<file path="src/rtl/gpu_pkg.sv">
// Shared types for the warp scheduler.
//   warp_reg_t    : packed warp descriptor {warp_id, pc}, 8 bits total
//   sched_state_t : scheduler FSM states IDLE / ISSUE / RUN
//   idx_width     : helper giving a safe index width (at least 1 bit)
package gpu_pkg;

    localparam int WARP_ID_W = 4;
    localparam int PC_W      = 4;

    typedef struct packed {
        logic [WARP_ID_W-1:0] warp_id;
        logic [PC_W-1:0]      pc;
    } warp_reg_t;

    typedef enum logic [1:0] {
        ST_IDLE  = 2'd0,
        ST_ISSUE = 2'd1,
        ST_RUN   = 2'd2
    } sched_state_t;

    function automatic int idx_width(input int n);
        return (n > 1) ? $clog2(n) : 1;
    endfunction

endpackage

</file>
<file path="src/rtl/warp_scheduler_if.sv">
// Bus bundle between warp requesters / core and the warp scheduler.
//   req_valid/req_warp/req_grant : per-requester launch request and one-hot grant
//   issue_valid/issue_warp/issue_ready : warp offer handshake to the core
//   core_done (+ core_yield when WARP_SCHED_REQUEUE_EN is defined) : slot end
//   queue_count/queue_full/busy : status
// Modports: slave = scheduler side, master = requester/core side.
// Optional feature macro: WARP_SCHED_REQUEUE_EN (adds core_yield).
interface warp_scheduler_if
    import gpu_pkg::*;
#(
    parameter int NUM_REQ = 4,
    parameter int DEPTH   = 8
);
    localparam int CW = $clog2(DEPTH + 1);

    logic [NUM_REQ-1:0]            req_valid;
    warp_reg_t [NUM_REQ-1:0]       req_warp;
    logic [NUM_REQ-1:0]            req_grant;
    logic                          issue_valid;
    warp_reg_t                     issue_warp;
    logic                          issue_ready;
    logic                          core_done;
`ifdef WARP_SCHED_REQUEUE_EN
    logic                          core_yield;
`endif
    logic [CW-1:0]                 queue_count;
    logic                          queue_full;
    logic                          busy;

`ifdef WARP_SCHED_REQUEUE_EN
    modport slave (
        input  req_valid, req_warp, issue_ready, core_done, core_yield,
        output req_grant, issue_valid, issue_warp, queue_count, queue_full, busy
    );
    modport master (
        output req_valid, req_warp, issue_ready, core_done, core_yield,
        input  req_grant, issue_valid, issue_warp, queue_count, queue_full, busy
    );
`else
    modport slave (
        input  req_valid, req_warp, issue_ready, core_done,
        output req_grant, issue_valid, issue_warp, queue_count, queue_full, busy
    );
    modport master (
        output req_valid, req_warp, issue_ready, core_done,
        input  req_grant, issue_valid, issue_warp, queue_count, queue_full, busy
    );
`endif

endinterface

</file>
<file path="src/rtl/rr_arbiter.sv">
// Combinational round-robin arbiter.
//   req   : request vector
//   ptr   : index where the priority search starts
//   grant : one-hot grant of the first requester at or after ptr (wrapping)
module rr_arbiter
    import gpu_pkg::*;
#(
    parameter int NUM_REQ = 4,
    localparam int PTR_W  = idx_width(NUM_REQ)
) (
    input  logic [NUM_REQ-1:0] req,
    input  logic [PTR_W-1:0]   ptr,
    output logic [NUM_REQ-1:0] grant
);

    function automatic logic [PTR_W-1:0] wrap_add(input logic [PTR_W-1:0] base, input int off);
        int s;
        s = int'(base) + off;
        if (s >= NUM_REQ) s -= NUM_REQ;
        return PTR_W'(s);
    endfunction

    logic [PTR_W-1:0] idx;
    logic             found;

    always_comb begin
        grant = '0;
        found = 1'b0;
        idx   = '0;
        for (int i = 0; i < NUM_REQ; i++) begin
            idx = wrap_add(ptr, i);
            if (!found && req[idx]) begin
                grant[idx] = 1'b1;
                found      = 1'b1;
            end
        end
    end

endmodule

</file>
<file path="src/rtl/warp_scheduler.sv">
// Warp scheduler: round-robin admission of warp launch requests into a FIFO
// warp queue, then one-at-a-time issue to the core through an IDLE/ISSUE/RUN FSM.
// Ports:
//   clk  : clock, rising edge
//   rst  : asynchronous active-high reset
//   bus  : warp_scheduler_if.slave (requests, grants, issue handshake, status)
// Optional feature macro: WARP_SCHED_REQUEUE_EN -- core_done with core_yield in
// RUN pushes the running warp back at the queue tail; one slot is held in
// reserve during RUN so that push can never overflow.
module warp_scheduler
    import gpu_pkg::*;
#(
    parameter int NUM_REQ = 4,
    parameter int DEPTH   = 8
) (
    input  logic             clk,
    input  logic             rst,
    warp_scheduler_if.slave  bus
);

    localparam int PTR_W = idx_width(NUM_REQ);
    localparam int AW    = idx_width(DEPTH);
    localparam int CW    = $clog2(DEPTH + 1);
    localparam logic [CW-1:0] DEPTH_C = CW'(DEPTH);

    sched_state_t     state_reg, state_next;
    logic [AW-1:0]    head_reg, tail_reg;
    logic [CW-1:0]    count_reg;
    logic [PTR_W-1:0] rr_ptr_reg;
    warp_reg_t        issue_warp_reg;
    warp_reg_t        queue_mem [DEPTH];

    logic [CW-1:0]      admit_limit;
    logic               admit;
    logic [NUM_REQ-1:0] arb_req;
    logic [NUM_REQ-1:0] grant;
    logic [PTR_W-1:0]   grant_idx;
    warp_reg_t          grant_warp;
    logic               ext_push;
    logic               push;
    warp_reg_t          push_data;
    logic               pop;
    logic               load_issue;
    logic               requeue;

`ifdef WARP_SCHED_REQUEUE_EN
    warp_reg_t run_warp_reg;

    assign requeue = (state_reg == ST_RUN) && bus.core_done && bus.core_yield;

    // One entry stays reserved while a warp runs so its requeue always fits.
    always_comb begin
        admit_limit = DEPTH_C;
        if (state_reg == ST_RUN) admit_limit = DEPTH_C - CW'(1);
    end
`else
    // Without requeue the running warp is never needed again; issue_warp_reg
    // keeps its value through RUN, so no separate run_warp copy is held.
    assign requeue     = 1'b0;
    assign admit_limit = DEPTH_C;
`endif

    // Compare against the registered count only: a pop in the same cycle does
    // not open a slot, so a full queue never admits.
    assign admit   = !rst && (count_reg < admit_limit) && !requeue;
    assign arb_req = bus.req_valid & {NUM_REQ{admit}};

    rr_arbiter #(.NUM_REQ(NUM_REQ)) u_arb (
        .req   (arb_req),
        .ptr   (rr_ptr_reg),
        .grant (grant)
    );

    always_comb begin
        grant_idx  = '0;
        grant_warp = '0;
        for (int i = 0; i < NUM_REQ; i++) begin
            if (grant[i]) begin
                grant_idx  = PTR_W'(i);
                grant_warp = bus.req_warp[i];
            end
        end
    end

    assign ext_push = |grant;
    assign push     = ext_push || requeue;
    assign pop      = (state_reg == ST_ISSUE) && bus.issue_ready;

`ifdef WARP_SCHED_REQUEUE_EN
    assign push_data = requeue ? run_warp_reg : grant_warp;
`else
    assign push_data = grant_warp;
`endif

    always_comb begin
        state_next = state_reg;
        load_issue = 1'b0;
        case (state_reg)
            ST_IDLE: begin
                if (count_reg != '0) begin
                    state_next = ST_ISSUE;
                    load_issue = 1'b1;
                end
            end
            ST_ISSUE: begin
                if (bus.issue_ready) state_next = ST_RUN;
            end
            ST_RUN: begin
                if (bus.core_done) state_next = ST_IDLE;
            end
            default: state_next = ST_IDLE;
        endcase
    end

    always_ff @(posedge clk or posedge rst) begin
        if (rst) begin
            state_reg      <= ST_IDLE;
            head_reg       <= '0;
            tail_reg       <= '0;
            count_reg      <= '0;
            rr_ptr_reg     <= '0;
            issue_warp_reg <= '0;
        end else begin
            state_reg <= state_next;
            if (push) tail_reg <= tail_reg + AW'(1);
            if (pop)  head_reg <= head_reg + AW'(1);
            if (push && !pop)      count_reg <= count_reg + CW'(1);
            else if (pop && !push) count_reg <= count_reg - CW'(1);
            if (ext_push) begin
                if (grant_idx == PTR_W'(NUM_REQ - 1)) rr_ptr_reg <= '0;
                else                                  rr_ptr_reg <= grant_idx + PTR_W'(1);
            end
            if (load_issue) issue_warp_reg <= queue_mem[head_reg];
        end
    end

`ifdef WARP_SCHED_REQUEUE_EN
    always_ff @(posedge clk or posedge rst) begin
        if (rst)      run_warp_reg <= '0;
        else if (pop) run_warp_reg <= issue_warp_reg;
    end
`endif

    // Queue storage has no reset so it maps onto RAM; pointers alone define content.
    always_ff @(posedge clk) begin
        if (push) queue_mem[tail_reg] <= push_data;
    end

    assign bus.req_grant   = grant;
    assign bus.issue_valid = (state_reg == ST_ISSUE);
    assign bus.issue_warp  = issue_warp_reg;
    assign bus.queue_count = count_reg;
    assign bus.queue_full  = (count_reg == DEPTH_C);
    assign bus.busy        = (state_reg != ST_IDLE);

endmodule

</file>
<file path="src/flat_wrapper.sv">
// flat-port wrapper written by rule: the top's interface ports become plain ports
module warp_scheduler_flat import gpu_pkg::*;
#(
    parameter int NUM_REQ = 4,
    parameter int DEPTH   = 8
)
  (clk, rst, bus_req_valid, bus_req_warp, bus_issue_ready, bus_core_done, bus_req_grant, bus_issue_valid, bus_issue_warp, bus_queue_count, bus_queue_full, bus_busy);
  warp_scheduler_if #(.NUM_REQ(NUM_REQ), .DEPTH(DEPTH)) bus_i ();
  input  logic clk;
  input  logic rst;
  input wire logic [$bits(bus_i.req_valid)-1:0] bus_req_valid;
  input wire logic [$bits(bus_i.req_warp)-1:0] bus_req_warp;
  input wire logic [$bits(bus_i.issue_ready)-1:0] bus_issue_ready;
  input wire logic [$bits(bus_i.core_done)-1:0] bus_core_done;
  output wire logic [$bits(bus_i.req_grant)-1:0] bus_req_grant;
  output wire logic [$bits(bus_i.issue_valid)-1:0] bus_issue_valid;
  output wire logic [$bits(bus_i.issue_warp)-1:0] bus_issue_warp;
  output wire logic [$bits(bus_i.queue_count)-1:0] bus_queue_count;
  output wire logic [$bits(bus_i.queue_full)-1:0] bus_queue_full;
  output wire logic [$bits(bus_i.busy)-1:0] bus_busy;
  assign bus_i.req_valid = bus_req_valid;
  assign bus_i.req_warp = bus_req_warp;
  assign bus_i.issue_ready = bus_issue_ready;
  assign bus_i.core_done = bus_core_done;
  assign bus_req_grant = bus_i.req_grant;
  assign bus_issue_valid = bus_i.issue_valid;
  assign bus_issue_warp = bus_i.issue_warp;
  assign bus_queue_count = bus_i.queue_count;
  assign bus_queue_full = bus_i.queue_full;
  assign bus_busy = bus_i.busy;
  warp_scheduler #(.NUM_REQ(NUM_REQ), .DEPTH(DEPTH)) u_core (.clk(clk), .rst(rst), .bus(bus_i));
endmodule
</file>
<file path="config.mk">
export PLATFORM = sky130hd
export DESIGN_NAME = warp_scheduler_flat
export DESIGN_NICKNAME = d
export VERILOG_FILES = /design/src/rtl/gpu_pkg.sv /design/src/rtl/warp_scheduler_if.sv /design/src/rtl/rr_arbiter.sv /design/src/rtl/warp_scheduler.sv /design/src/flat_wrapper.sv
export SDC_FILE = /design/constraint.sdc
export NUM_CORES = 1
export LEC_CHECK = 0
export BUFFER_PORTS_ARGS = -buffer_cell sky130_fd_sc_hd__buf_2
export CAP_MARGIN = 20
export CORE_MARGIN = 1
export CORE_UTILIZATION = 50
export CTS_BUF_LIST = sky130_fd_sc_hd__clkbuf_8
export DETAILED_ROUTE_END_ITERATION = 6
export PLACE_DENSITY = 0.74
export SYNTH_ARGS = -nofsm -noshare
export SYNTH_HDL_FRONTEND = slang
export SYNTH_SLANG_ARGS = --single-unit
</file>
<file path="constraint.sdc">
create_clock -name clk -period 6.5 [get_ports clk]
set_clock_uncertainty 0.2 [all_clocks]
set_input_delay 1.3 -clock clk [delete_from_list [all_inputs] [get_ports clk]]
set_output_delay 1.3 -clock clk [all_outputs]
set_load 0.05 [all_outputs]
</file>
==> metrics <==
outcome complete, no violations; Starting Density 0.525; Startpoint Class flop; cell count of the worst reg-to-reg path 17; minimum clock period around 5.1 ns; reg2reg start u_core.rr_ptr_reg[0]; post-synthesis simple-gate area fraction 0.0963; Synth Area in Compound Gates 0.0960; final WL 8.00 mm; initial DRC count 92; final setup TNS 0 ns; max reg flops 64; max-cap violations 0; P_sw between 1 and 1.5 mW; largest net degree at the start of global routing 23; Syn Nets 356; mapped cell area between 4000 and 5000 um2; Die Wd around 96 um; Synth Instances between 300 and 400; WL/cell 16.9 um; I/O Pins 59; Area contributors post-synth edfxtp_1 (44%), dfrtp_1 (13%), mux4_2 (8.7%); Critical Setup Path Class flop to output pin; Clock transition at path regs roughly 0.080 ns; clock root cell clkbuf_8; Via-to-Cell Ratio 5.49; CTS hold repair buffers 0; # rows 33; largest family of logic cells by synthesized area multiplexers; final core utilization 0.598; CP arrival ~3.7 ns; worst-skew pair later-pin latency 0.36 ns; GRT Util Overall 0.190; setup violators final 0; hold path cells 1; PortBufs 58; met1 usage in global routing 0.262; combinational fraction of design power 0.490; Most used DFF post-synth edfxtp_1; CP Capture Type output pin; Clock Power Share 0.133; Antenna Nets Post-Route 0; postcts setup bufs 0; top post-synthesis cells by count edfxtp_1 (64), inv_1 (29), dfrtp_1 (22); Slew HR 0.274; DRT Pass-1 Iters 4; first-pass GRT wire length 12.6 mm; Synth warnings 0; H-tree levels 3; antenna violations before repair 0; # resized after CTS 0; CP max FO 16; Post-Synth Adder-Cell Area 0.0388; GRT busiest layer met2; multiplexer area fraction after synthesis 0.144; Seq/Total Area, Yosys 0.564; Worst setup endpoint bus_req_grant[1]; Area growth, synth to finish 13.9%; #FFs+latches synth 86; Vias around 2600; # diodes 0; gr ovfl total 0; Static Leak 1.90 nW; XOR/XNOR Fraction of Synth Area 0.0160; most frequent cell after synthesis edfxtp_1; core area about 8300 um2; routability congestion estimate between 0.9 and 1; drc violations 0; crit share post-route 0.792; Slew @ Worst Pin 1.09 ns; final instance area 4990 um2; Placed Instance Area approximately 4700 um2; Flop pwr share 0.377; clk sinks 86; CP required about 5.0 ns; sw frac 0.419; ys async rst share 0.256; Worst Setup SP u_core.rr_ptr_reg[0]; die extent in y approximately 96 um; CTS buffer count 9; final max-slew violation count 0; hpwl dp ~5.6 mm; Post-layout nets about 420; FF-to-FF setup slack around 1.7 ns; routing usage on met3 0.0447; fraction of layout cells with a size suffix above 1 0.344; internal power ~1.6 mW; post-synth top area cell edfxtp_1; CTS tree done; vias in the first global route about 2500; RSZ-0062 raised after global routing false; M2 GR Usage 0.294; Max Root-Sink Buffers 2; Avg Cell Area, Syn about 14 um2; VDD IR max 0.341 mV; Reg2Reg Capture Point u_core.bus.queue_count[3]; Netlist cell types 58; fmax a little under 200 MHz; endpoints failing hold 0; pwr dens around 560 nW/um2; Post-synth EDFFs between 60 and 70; die area approximately 9100 um2; worst hold path class flop to flop; Synth top area share 0.439
[cells by family after synthesis]
logic type | count (synthesis)
adders and majority gates | 13
xor gates and xnor gates | 8
buffers and inverters | 44
AOI/OAI and AO/OA | 47
DFF | 86
and+or+nand+nor | 64
muxes | 41
[worst min path at each step]
stage	start	to
floorplan	u_core.state_reg[0]	u_core.state_reg[1]
global placement	u_core.state_reg[0]	u_core.state_reg[1]
detailed placement	u_core.state_reg[0]	u_core.state_reg[1]
CTS	u_core.state_reg[0]	u_core.state_reg[1]
global route	u_core.state_reg[0]	u_core.state_reg[1]
finish	u_core.state_reg[0]	u_core.state_reg[1]
[routing by layer]
layer	wire length, um	part of all wire
met5	0	0
met4	112	0.014
met3	365	0.046
met2	3670	0.46
met1	3850	0.48
[worst max-delay path, cell delays in order (launching register included)]
cell and delay [ns]:
dfrtp_1 0.73, inv_1 0.18, ha_1 0.49, mux4_2 0.53, nor2_1 0.13, nand3_1 0.17, o2111ai_2 0.67, buf_2 0.40
[per-stage QoR]
| step | std cells | power, mW | hold slack, ns | setup WS (ns) |
|---|---|---|---|---|
| 2_1_floorplan | 303 | 2.13 | 0.242 | 1.72 |
| 3_3_place_gp | 454 | 2.37 | 0.253 | 1.66 |
| 3_5_place_dp | 455 | 2.42 | 0.281 | 1.61 |
| 4_1_cts | 471 | 2.80 | 0.296 | 1.34 |
| 5_1_grt | 474 | 2.98 | 0.340 | 1.10 |
| 6_report | 474 | 2.80 | 0.294 | 1.35 |
[cell usage in the layout, fill, tap and decap left out, types with 9 or more instances in the layout]
cell type and count:
a21oi_1 10, clkbuf_8 9, dfrtp_1 22, ha_1 12, inv_1 30, nor2_1 20, mux2i_1 20, buf_2 59
edfxtp_1 64, mux4_2 17
[area by class of cell]
type	instances	area [um2]
inverters	30	113
multi-input cells	173	1720
repair buffers	64	353
clock buffers	9	124
well taps	105	131
fillers	671	3350
clock inverters	7	75.1
flip-flops and latches	86	2470
[power by group through the flow]
stage	registers (mW)	clock network, mW	logic, mW
after global routing	1.08	0.402	1.50
after detailed placement	1.09	0	1.33
after floorplan	1.11	0	1.03
after CTS	1.08	0.379	1.34
final	1.06	0.373	1.37
after global placement	1.08	0	1.29
No activity file was read; power rests on OpenSTA's default activity.
